## config.mk

```make
export PLATFORM = sky130hd
export DESIGN_NAME = simd_pipe_ctrl
export DESIGN_NICKNAME = d
export VERILOG_FILES = /design/src/rtl/simd_pkg.sv /design/src/rtl/simd_hazard_unit.sv /design/src/rtl/simd_pipe_ctrl.sv
export SDC_FILE = /design/constraint.sdc
export NUM_CORES = 1
export LEC_CHECK = 0
export ABC_AREA = 1
export ABC_CLOCK_PERIOD_IN_PS = 4650
export BUFFER_PORTS_ARGS = -buffer_cell sky130_fd_sc_hd__buf_2
export CAP_MARGIN = 25
export CELL_PAD_IN_SITES_DETAIL_PLACEMENT = 2
export CELL_PAD_IN_SITES_GLOBAL_PLACEMENT = 2
export CORE_AREA = 2 2 377 379
export DETAILED_ROUTE_END_ITERATION = 8
export DIE_AREA = 0 0 379 381
export GPL_ROUTABILITY_DRIVEN = 0
export PLACE_DENSITY = 0.4
export SLEW_MARGIN = 30
export SYNTH_ARGS = -nofsm -noshare
export SYNTH_HDL_FRONTEND = slang
export SYNTH_HIERARCHICAL = 1
export SYNTH_SLANG_ARGS = --single-unit
export TNS_END_PERCENT = 50
```

## constraint.sdc

```tcl
create_clock -name clk -period 4.65 [get_ports clk]
set_clock_uncertainty 0.1 [all_clocks]
set_input_delay 0.6975 -clock clk [delete_from_list [all_inputs] [get_ports clk]]
set_output_delay 0.6975 -clock clk [all_outputs]
set_load 0.02 [all_outputs]
```

## src/rtl/simd_pkg.sv

```systemverilog
// Shared types, widths and default latencies for the SIMD issue/pipeline controller.
package simd_pkg;

  localparam int OP_SEL_WIDTH    = 4;
  // Address width carried by the decoder; a controller's ADDR_WIDTH must not exceed it.
  localparam int CTRL_ADDR_WIDTH = 10;
  localparam int DEF_BRAM_LAT    = 1;
  localparam int DEF_EXEC_LAT    = 2;

  typedef struct packed {
    logic [CTRL_ADDR_WIDTH-1:0] a_addr;
    logic [CTRL_ADDR_WIDTH-1:0] b_addr;
    logic [CTRL_ADDR_WIDTH-1:0] r_addr;
    logic [OP_SEL_WIDTH-1:0]    pe_op;
    logic [1:0]                 dot_ctrl;
    logic                       wen;
    logic                       r_sel;
  } ctrl_t;

  function automatic int pipe_depth(input int bram_lat, input int exec_lat);
    return 1 + bram_lat + exec_lat;
  endfunction

endpackage

```

## src/rtl/simd_hazard_unit.sv

```systemverilog
// RAW hazard detect: flags an incoming read of any address a valid, writing slot will store.
module simd_hazard_unit
  import simd_pkg::*;
#(
  parameter int D          = 4,
  parameter int ADDR_WIDTH = 10
) (
  input  logic [D-1:0]                 slot_v_i,
  input  logic [D-1:0]                 slot_wen_i,
  input  logic [D-1:0][ADDR_WIDTH-1:0] slot_raddr_i,
  input  logic [ADDR_WIDTH-1:0]        a_addr_i,
  input  logic [ADDR_WIDTH-1:0]        b_addr_i,
  output logic                         hazard_o
);

  always_comb begin
    hazard_o = 1'b0;
    for (int k = 0; k < D; k++) begin
      if (slot_v_i[k] && slot_wen_i[k] &&
          ((slot_raddr_i[k] == a_addr_i) || (slot_raddr_i[k] == b_addr_i)))
        hazard_o = 1'b1;
    end
  end

endmodule

```

## src/rtl/simd_pipe_ctrl.sv

```systemverilog
// Full-rate LOAD/EXEC/STORE sequencer for the SIMD datapath with RAW stalling.
// Optional perf counters (perf_issued_o/perf_stall_o/perf_writes_o) under SIMD_PERF_CNT_EN.
module simd_pipe_ctrl
  import simd_pkg::*;
#(
  parameter int PE_COUNT   = 4,
  parameter int DATA_WIDTH = 32,
  parameter int BRAM_DEPTH = 1024,
  parameter int ADDR_WIDTH = $clog2(BRAM_DEPTH),
  parameter int BRAM_LAT   = DEF_BRAM_LAT,
  parameter int EXEC_LAT   = DEF_EXEC_LAT
) (
  input  logic                           clk,
  input  logic                           rstn,
  input  logic                           in_valid_i,
  output logic                           in_ready_o,
  input  ctrl_t                          in_ctrl_i,
  output logic [ADDR_WIDTH-1:0]          bram_a_addr_o,
  output logic [ADDR_WIDTH-1:0]          bram_b_addr_o,
  input  logic [PE_COUNT*DATA_WIDTH-1:0] bram_a_dout_i,
  input  logic [PE_COUNT*DATA_WIDTH-1:0] bram_b_dout_i,
  output logic                           exec_valid_o,
  output logic [OP_SEL_WIDTH-1:0]        exec_pe_op_o,
  output logic [1:0]                     exec_dot_ctrl_o,
  output logic [PE_COUNT*DATA_WIDTH-1:0] exec_a_o,
  output logic [PE_COUNT*DATA_WIDTH-1:0] exec_b_o,
  input  logic [PE_COUNT*DATA_WIDTH-1:0] elem_out_i,
  input  logic [PE_COUNT*DATA_WIDTH-1:0] dot_out_i,
  output logic [ADDR_WIDTH-1:0]          bram_r_addr_o,
  output logic                           bram_r_wen_o,
  output logic [PE_COUNT*DATA_WIDTH-1:0] bram_r_din_o,
  output logic                           busy_o
`ifdef SIMD_PERF_CNT_EN
  ,
  output logic [31:0]                    perf_issued_o,
  output logic [31:0]                    perf_stall_o,
  output logic [31:0]                    perf_writes_o
`endif
);

  localparam int D  = pipe_depth(BRAM_LAT, EXEC_LAT);
  localparam int EX = BRAM_LAT;
  localparam int WR = D - 1;

  // Slot k holds the op k+1 cycles after its accept edge; a/b addresses are not carried.
  typedef struct packed {
    logic [ADDR_WIDTH-1:0]   r_addr;
    logic [OP_SEL_WIDTH-1:0] pe_op;
    logic [1:0]              dot_ctrl;
    logic                    wen;
    logic                    r_sel;
  } slot_t;

  logic [D-1:0]                 slot_v_q, slot_v_d;
  slot_t                        slot_q [D];
  slot_t                        slot_d [D];
  logic [ADDR_WIDTH-1:0]        a_addr_q, a_addr_d;
  logic [ADDR_WIDTH-1:0]        b_addr_q, b_addr_d;
  logic [D-1:0]                 slot_wen;
  logic [D-1:0][ADDR_WIDTH-1:0] slot_raddr;
  logic [ADDR_WIDTH-1:0]        in_a_addr, in_b_addr;
  logic                         hazard;
  logic                         accept;

  assign in_a_addr  = in_ctrl_i.a_addr[ADDR_WIDTH-1:0];
  assign in_b_addr  = in_ctrl_i.b_addr[ADDR_WIDTH-1:0];
  assign in_ready_o = ~hazard;
  assign accept     = in_valid_i & ~hazard;

  always_comb begin
    for (int k = 0; k < D; k++) begin
      slot_wen[k]   = slot_q[k].wen;
      slot_raddr[k] = slot_q[k].r_addr;
    end
  end

  simd_hazard_unit #(
    .D          (D),
    .ADDR_WIDTH (ADDR_WIDTH)
  ) u_hazard (
    .slot_v_i     (slot_v_q),
    .slot_wen_i   (slot_wen),
    .slot_raddr_i (slot_raddr),
    .a_addr_i     (in_a_addr),
    .b_addr_i     (in_b_addr),
    .hazard_o     (hazard)
  );

  always_comb begin
    slot_v_d           = {slot_v_q[D-2:0], accept};
    slot_d[0].r_addr   = in_ctrl_i.r_addr[ADDR_WIDTH-1:0];
    slot_d[0].pe_op    = in_ctrl_i.pe_op;
    slot_d[0].dot_ctrl = in_ctrl_i.dot_ctrl;
    slot_d[0].wen      = in_ctrl_i.wen;
    slot_d[0].r_sel    = in_ctrl_i.r_sel;
    for (int k = 1; k < D; k++) slot_d[k] = slot_q[k-1];
    a_addr_d = accept ? in_a_addr : a_addr_q;
    b_addr_d = accept ? in_b_addr : b_addr_q;
  end

  always_ff @(posedge clk) begin
    for (int k = 0; k < D; k++) slot_q[k] <= slot_d[k];
    if (!rstn) begin
      slot_v_q <= '0;
      a_addr_q <= '0;
      b_addr_q <= '0;
    end else begin
      slot_v_q <= slot_v_d;
      a_addr_q <= a_addr_d;
      b_addr_q <= b_addr_d;
    end
  end

  assign bram_a_addr_o   = a_addr_q;
  assign bram_b_addr_o   = b_addr_q;
  assign exec_valid_o    = slot_v_q[EX];
  assign exec_pe_op_o    = slot_q[EX].pe_op;
  assign exec_dot_ctrl_o = slot_q[EX].dot_ctrl;
  assign exec_a_o        = bram_a_dout_i;
  assign exec_b_o        = bram_b_dout_i;
  assign bram_r_wen_o    = slot_v_q[WR] & slot_q[WR].wen;
  assign bram_r_addr_o   = slot_q[WR].r_addr;
  assign bram_r_din_o    = slot_q[WR].r_sel ? dot_out_i : elem_out_i;
  assign busy_o          = |slot_v_q;

`ifdef SIMD_PERF_CNT_EN
  logic [31:0] issued_q, stall_q, writes_q;

  always_ff @(posedge clk) begin
    if (!rstn) begin
      issued_q <= '0;
      stall_q  <= '0;
      writes_q <= '0;
    end else begin
      if (accept)                issued_q <= issued_q + 32'd1;
      if (in_valid_i && hazard)  stall_q  <= stall_q + 32'd1;
      if (bram_r_wen_o)          writes_q <= writes_q + 32'd1;
    end
  end

  assign perf_issued_o = issued_q;
  assign perf_stall_o  = stall_q;
  assign perf_writes_o = writes_q;
`endif

endmodule
```

==> results of run 1 <==
cell usage after synthesis (all sizes together):
library cell	number
and3	1
nand2	306
nor3	2
nor2	71
o21ai	128
buf	294
dfxtp	84
inv	206
nand3	31
xor2	5
a21oi	1
clkbuf	16
xnor2	28
nand4	5
or2	4
through the flow:
| stage | setup slack, ps | power [mW] | hold slack (ps) | utilization (%) |
|---|---|---|---|---|
| 4_1_cts | 1450 | 2.43 | 233 | 7.39 |
| 6_report | 1540 | 2.35 | 230 | 7.40 |
| 3_3_place_gp | 1420 | 1.60 | 211 | 7.18 |
| 2_1_floorplan | 2050 | 1.52 | 210 | - |
| 5_1_grt | 1360 | 2.51 | 237 | 7.39 |
| 3_5_place_dp | 1460 | 1.61 | 214 | 7.18 |
cell type report:
cell class | instances | area, µm²
well taps | 1890 | 2360
repair buffers | 472 | 2420
multi-input cells | 582 | 2850
flip-flops and latches | 84 | 1690
clock buffers | 10 | 229
clock inverters | 6 | 72.6
diodes | 3 | 7.51
fillers | 17100 | 130000
inverters | 206 | 773
cells by family (layout without fill, tap and decap cells):
family	after synthesis	in the layout
AND/OR/NAND/NOR	420	420
other	0	3
buffers and inverters	516	694
AO/OA/AOI/OAI	129	129
flip-flops	84	84
XOR/XNOR	33	33
cell usage in the layout, fill, tap and decap left out, types with 8 or more instances in the layout:
cell	Yosys	layout
dfxtp_1	84	83
inv_2	8	8
o21ai_0	88	88
nor2_1	68	68
nand2_1	266	266
nand2_2	40	40
nand3_1	29	29
o21ai_2	40	40
inv_1	198	198
buf_2	13	464
clkbuf_16	0	9
xnor2_1	28	28
where the power goes:
group          switching, mW  internal, mW  leakage [nW]  total [mW]
sequential            0.0453         0.760         0.706       0.806
combinational          0.489         0.267          4.33       0.756
clock                  0.367         0.422         0.143       0.789
metal layers:
layer / wire (µm) / up-vias / global-route usage, %
li1: - / 3581 / -
met1: 26800 / 3615 / 9.99
met2: 31600 / 834 / 15.0
met3: 18600 / 98 / 11.6
met4: 896 / 22 / 1.17
met5: 920 / - / 4.45
worst max-delay path by stage:
stage | cells past startpoint | end | from | slack, ps
after floorplan | 12 | in_ready_o | in_ctrl_i[23] | 2050
after global placement | 16 | bram_a_addr_o[5] | in_ctrl_i[28] | 1420
after detailed placement | 16 | bram_a_addr_o[5] | in_ctrl_i[29] | 1460
after CTS | 4 | bram_r_din_o[25] | slot_q[3][0] | 1450
after global routing | 5 | bram_r_din_o[53] | slot_q[3][0] | 1360
final | 5 | bram_r_din_o[53] | slot_q[3][0] | 1540
sequential cells by signal, indices dropped and copies added, names as in the netlist:
name / count
slot_q: 60
bram_a_addr_o: 10
bram_b_addr_o: 10
slot_v_q: 4
==> flow_summary.yaml, run 1 <==
run_status:
  status: "finished clean"
timing:
  post-route-period-util_pct: 66.8
  layout_min_cycle_time_ps: 3110
  tns_ps: 0
  hold_viol_final: 0
  tightest_slew_ps: 807
  rsz0062_at_grt: "no"
  finalMaxSlewViolations: 0
  setup_viol: 0
  relSlewSlack_pct: 45.6
  max_clock_freq_mhz: 322
floorplan:
  num_rows: 138
  io-pin-count: 977
  start_util_pct: 5.41
  core_area_um2: 141000
  die-area_um2: 144000
  die_x_um: 379
  die_h_um: 381
job:
  drv_cap: 0
critical_path:
  start_kind: "flop"
  path_class: "reg2out"
  worstPathRequired_ps: 3850
  cp_cell_sequence: "buf_12 -> buf_12 -> nand2_1 -> o21ai_0 -> buf_2"
  r2r_cells: 15
  critPathBufInv: 3
  slowest_delay_ps: 770
  cpMaxStageDelayCell: "dfxtp_4"
  reg2reg_slack_ps: 2130
  critical_path_arrival_ps: 2310
  cp_max_fo: 60
  worstSetupEndpointType: "output pin"
  timing.rr.end: "bram_a_addr_o[3]"
  cp_top_family: "buffers and inverters"
  r2r-start: "slot_q[0][9]"
  cpMostUsedCell: "buf_12"
layout:
  drive_above_1_share_pct: 42.7
  syn_to_final_growth_pct: 36.9
  final_cell_count_no_fill: 3253
  finalNetCount: 1908
  fin_area_um2: 10400
power:
  cellPowerDensity_nw_per_um2: 226
  vdd_drop_max_v: 0.000174
  leakagePower_nw: 5.18
detailed_routing:
  firstDrtPassIters: 4
  routed_wl_mm: 78.9
  drt_iter0_drc: 260
  drc: 0
  ant_nets: 0
  via_count: 8150
  vias_per_cell: 2.51
  avgRoutedWirePerCell_um: 24.2
logic_synthesis:
  ys_seq_area_share_pct: 22.1
  syn_area_um2: 7600
  synth-compound-area-share_pct: 10.5
  synth_seq_cells: 84
  synth_xor_xnor_area_share_pct: 3.80
  synth_cells: 1182
  synth.mux.area_fraction_pct: 0
  synth_adder_area_share_pct: 0
  synth-warning-count: 6
  syn_nets: 1735
  synth_top_family_by_area: "buffers and inverters"
  yosysTopAreaCell: "buf_4"
  syn-mean-instance-area_um2: 6.43
  synthSimpleGateAreaFrac_pct: 23.2
  ys_top_cells_by_area: "buf_4 27%, dfxtp_1 22%, nand2_1 13%"
  synth_cell_types: 27
  synth.top_cell.area_share_pct: 26.9
grt:
  gr-total-overflow: 0
  antenna_found_initial: 43
  grt_pass1_wl_mm: 96.2
  grt_pass1_vias: 8424
  grt_max_degree: 61
  gr-usage-all-layers_pct: 10.4
cts:
  h-tree-depth: 3
  clkSlewWorstSetupHoldPaths_ps: 80
  cts_setup_buffers: 0
  post_cts_resize_count: 0
  cts_hold_buf: 0
  clockBufferDepth: 2
  cts_buffers: 9
  clock_sinks: 84
  clock_latency_ps: 380
  cts_tree: "yes"
  cts-root-buf: "clkbuf_16"
worst_hold_path:
  hold_path_depth: 0
  hold_start: "slot_q[0][6]"
  worstHoldEndpoint: "slot_q[1][6]"
  hold_class: "reg2reg"
placement:
  dpl_cell_area_um2: 10100
  dp.cells: 3234
  hpwlAfterDp_mm: 70.5
  io_buffers: 464
Power figures use the tool's default switching activity.
==> run 2: changes to the inputs <==
--- a/config.mk
+++ b/config.mk
@@ -6,14 +6,14 @@
 export NUM_CORES = 1
 export LEC_CHECK = 0
 export ABC_AREA = 1
-export ABC_CLOCK_PERIOD_IN_PS = 4650
+export ABC_CLOCK_PERIOD_IN_PS = 2500
 export BUFFER_PORTS_ARGS = -buffer_cell sky130_fd_sc_hd__buf_2
 export CAP_MARGIN = 25
 export CELL_PAD_IN_SITES_DETAIL_PLACEMENT = 2
 export CELL_PAD_IN_SITES_GLOBAL_PLACEMENT = 2
-export CORE_AREA = 2 2 377 379
+export CORE_AREA = 2 2 384 386
 export DETAILED_ROUTE_END_ITERATION = 8
-export DIE_AREA = 0 0 379 381
+export DIE_AREA = 0 0 386 388
 export GPL_ROUTABILITY_DRIVEN = 0
 export PLACE_DENSITY = 0.4
 export SLEW_MARGIN = 30
==> constraint.sdc (replaced) <==
create_clock -name clk -period 2.5 [get_ports clk]
set_clock_uncertainty 0.1 [all_clocks]
set_input_delay 0.375 -clock clk [delete_from_list [all_inputs] [get_ports clk]]
set_output_delay 0.375 -clock clk [all_outputs]
set_load 0.02 [all_outputs]
==> run 2 against run 1 <==
Effect of this change: critical path depth decreased by 1; critical endpoint is now bram_r_din_o[82]; power rose by 86%; first-iteration DRC count grew 6.9%; core utilization about the same.
==> flow_summary.yaml, run 2 (synthesis results as in run 1) <==
run_status:
  status: "finished clean"
timing:
  rsz0062_at_grt: "yes"
  tightest_slew_ps: 619
  tns_ps: 0
  hold_viol_final: 0
  relSlewSlack_pct: 58.3
  max_clock_freq_mhz: 411
  post-route-period-util_pct: 97.2
  layout_min_cycle_time_ps: 2430
  whs_ps: 29.3
  setup_viol: 0
  finalMaxSlewViolations: 0
critical_path:
  cp_max_fo: 45
  r2r-start: "slot_q[3][9]"
  cp_cell_sequence: "buf_6 -> nand2_1 -> o21ai_0 -> buf_2"
  r2r_cells: 17
  path_class: "reg2out"
  worstPathRequired_ps: 2030
  start_kind: "flop"
  slowest_delay_ps: 580
  worstSetupEndpointType: "output pin"
  cpMaxStageDelayCell: "dfxtp_4"
  reg2reg_slack_ps: 510
  critical_path_arrival_ps: 1960
  timing.rr.end: "bram_a_addr_o[3]"
grt:
  grt_max_degree: 118
  antenna_found_initial: 45
  grt_pass1_vias: 8297
  gr-total-overflow: 0
  gr-usage-all-layers_pct: 10.0
  grt_pass1_wl_mm: 96.1
worst_hold_path:
  hold_start: "in_ctrl_i[10]"
  hold_class: "in2reg"
  worstHoldEndpoint: "slot_q[0][10]"
  hold_path_depth: 1
layout:
  layout_common_cells: "463 x buf_2, 263 x nand2_1, 197 x inv_1"
  top_register: "slot_q"
  syn_to_final_growth_pct: 41.8
  finalNetCount: 1934
  drive_above_1_share_pct: 44.7
  final_common_cell: "buf_2"
  largest_register_ffs: 60
detailed_routing:
  drt_iter0_drc: 278
  via_count: 8185
  vias_per_cell: 2.47
  routed_wl_mm: 80.0
  avgRoutedWirePerCell_um: 24.2
  ant_nets: 0
  firstDrtPassIters: 4
  drc: 0
cts:
  cts_buffers: 9
  cts-root-buf: "clkbuf_16"
  clock_latency_ps: 370
  clkSlewWorstSetupHoldPaths_ps: 70
  clock_sinks: 84
  clockBufferDepth: 2
  h-tree-depth: 3
  cts_tree: "yes"
power:
  leakagePower_nw: 5.31
  cellPowerDensity_nw_per_um2: 407
  vdd_drop_max_v: 0.000331
floorplan:
  core_area_um2: 145000
  start_util_pct: 5.23
  die-area_um2: 150000
  die_h_um: 388
  io-pin-count: 977
  num_rows: 140
  die_x_um: 386
job:
  drv_cap: 0
placement:
  io_buffers: 464
  hpwlAfterDp_mm: 71.7
## run 2: worst max-delay path, delay by kind of cell (launching register included)
family	cells	cell delay, ps
and+or+nand+nor	1	100
buffers and inverters	2	680
AOI/OAI and AO/OA	1	160
DFF	1	580
## run 2: stage by stage
stage / cells / setup WS (ps) / area [µm²] / utilization, % / power [mW]
floorplan: 1182 / 546 / 7600 / - / 2.82
global placement: 3271 / -27.9 / 10200 / 7.01 / 2.99
detailed placement: 3271 / 5.98 / 10200 / 7.01 / 3.00
CTS: 3300 / -56.1 / 10700 / 7.35 / 4.51
global route: 3303 / -73.6 / 10800 / 7.41 / 4.68
finish: 3309 / 69.7 / 10800 / 7.42 / 4.38
## run 2: what timing repair did
item / 4_1_cts / 5_1_grt
gates resized for setup: 21 / 22
buffers inserted: 0 / 1
setup endpoints to repair: 6 / 8
endpoints found under the hold margin: 14 / 0
cloned: 0 / 1
hold buffers: 14 / 0
pin swaps: 1 / 3
## run 2: metal layers
metal / GRT usage, % / part of all wire [%]
met3: 11.6 / 24
met4: 1.03 / 1.1
met2: 14.6 / 41
met1: 9.11 / 32
met5: 6.17 / 1.5
## run 2: layout make-up
cell class / count / area, µm²
clock buffers: 10 / 229
flip-flops and latches: 84 / 1720
inverters: 206 / 773
fillers: 17500 / 134000
diodes: 7 / 17.5
clock inverters: 5 / 63.8
well taps: 1917 / 2400
multi-input cells: 582 / 2900
repair buffers: 498 / 2670
## run 2: worst max-delay path by stage
stage | from | end | slack (ps) | depth (start not counted)
final | slot_q[3][0] | bram_r_din_o[82] | 70 | 4
after CTS | slot_q[3][8] | in_ready_o | -60 | 14
after floorplan | in_ctrl_i[23] | in_ready_o | 550 | 12
after detailed placement | in_ctrl_i[29] | in_ready_o | 6 | 14
after global placement | in_ctrl_i[29] | in_ready_o | -30 | 14
after global routing | slot_q[2][10] | in_ready_o | -70 | 14
## run 2: power by group
group / switching (mW) / internal, mW
sequential: 0.0808 / 1.41
combinational: 0.942 / 0.528
clock: 0.638 / 0.777
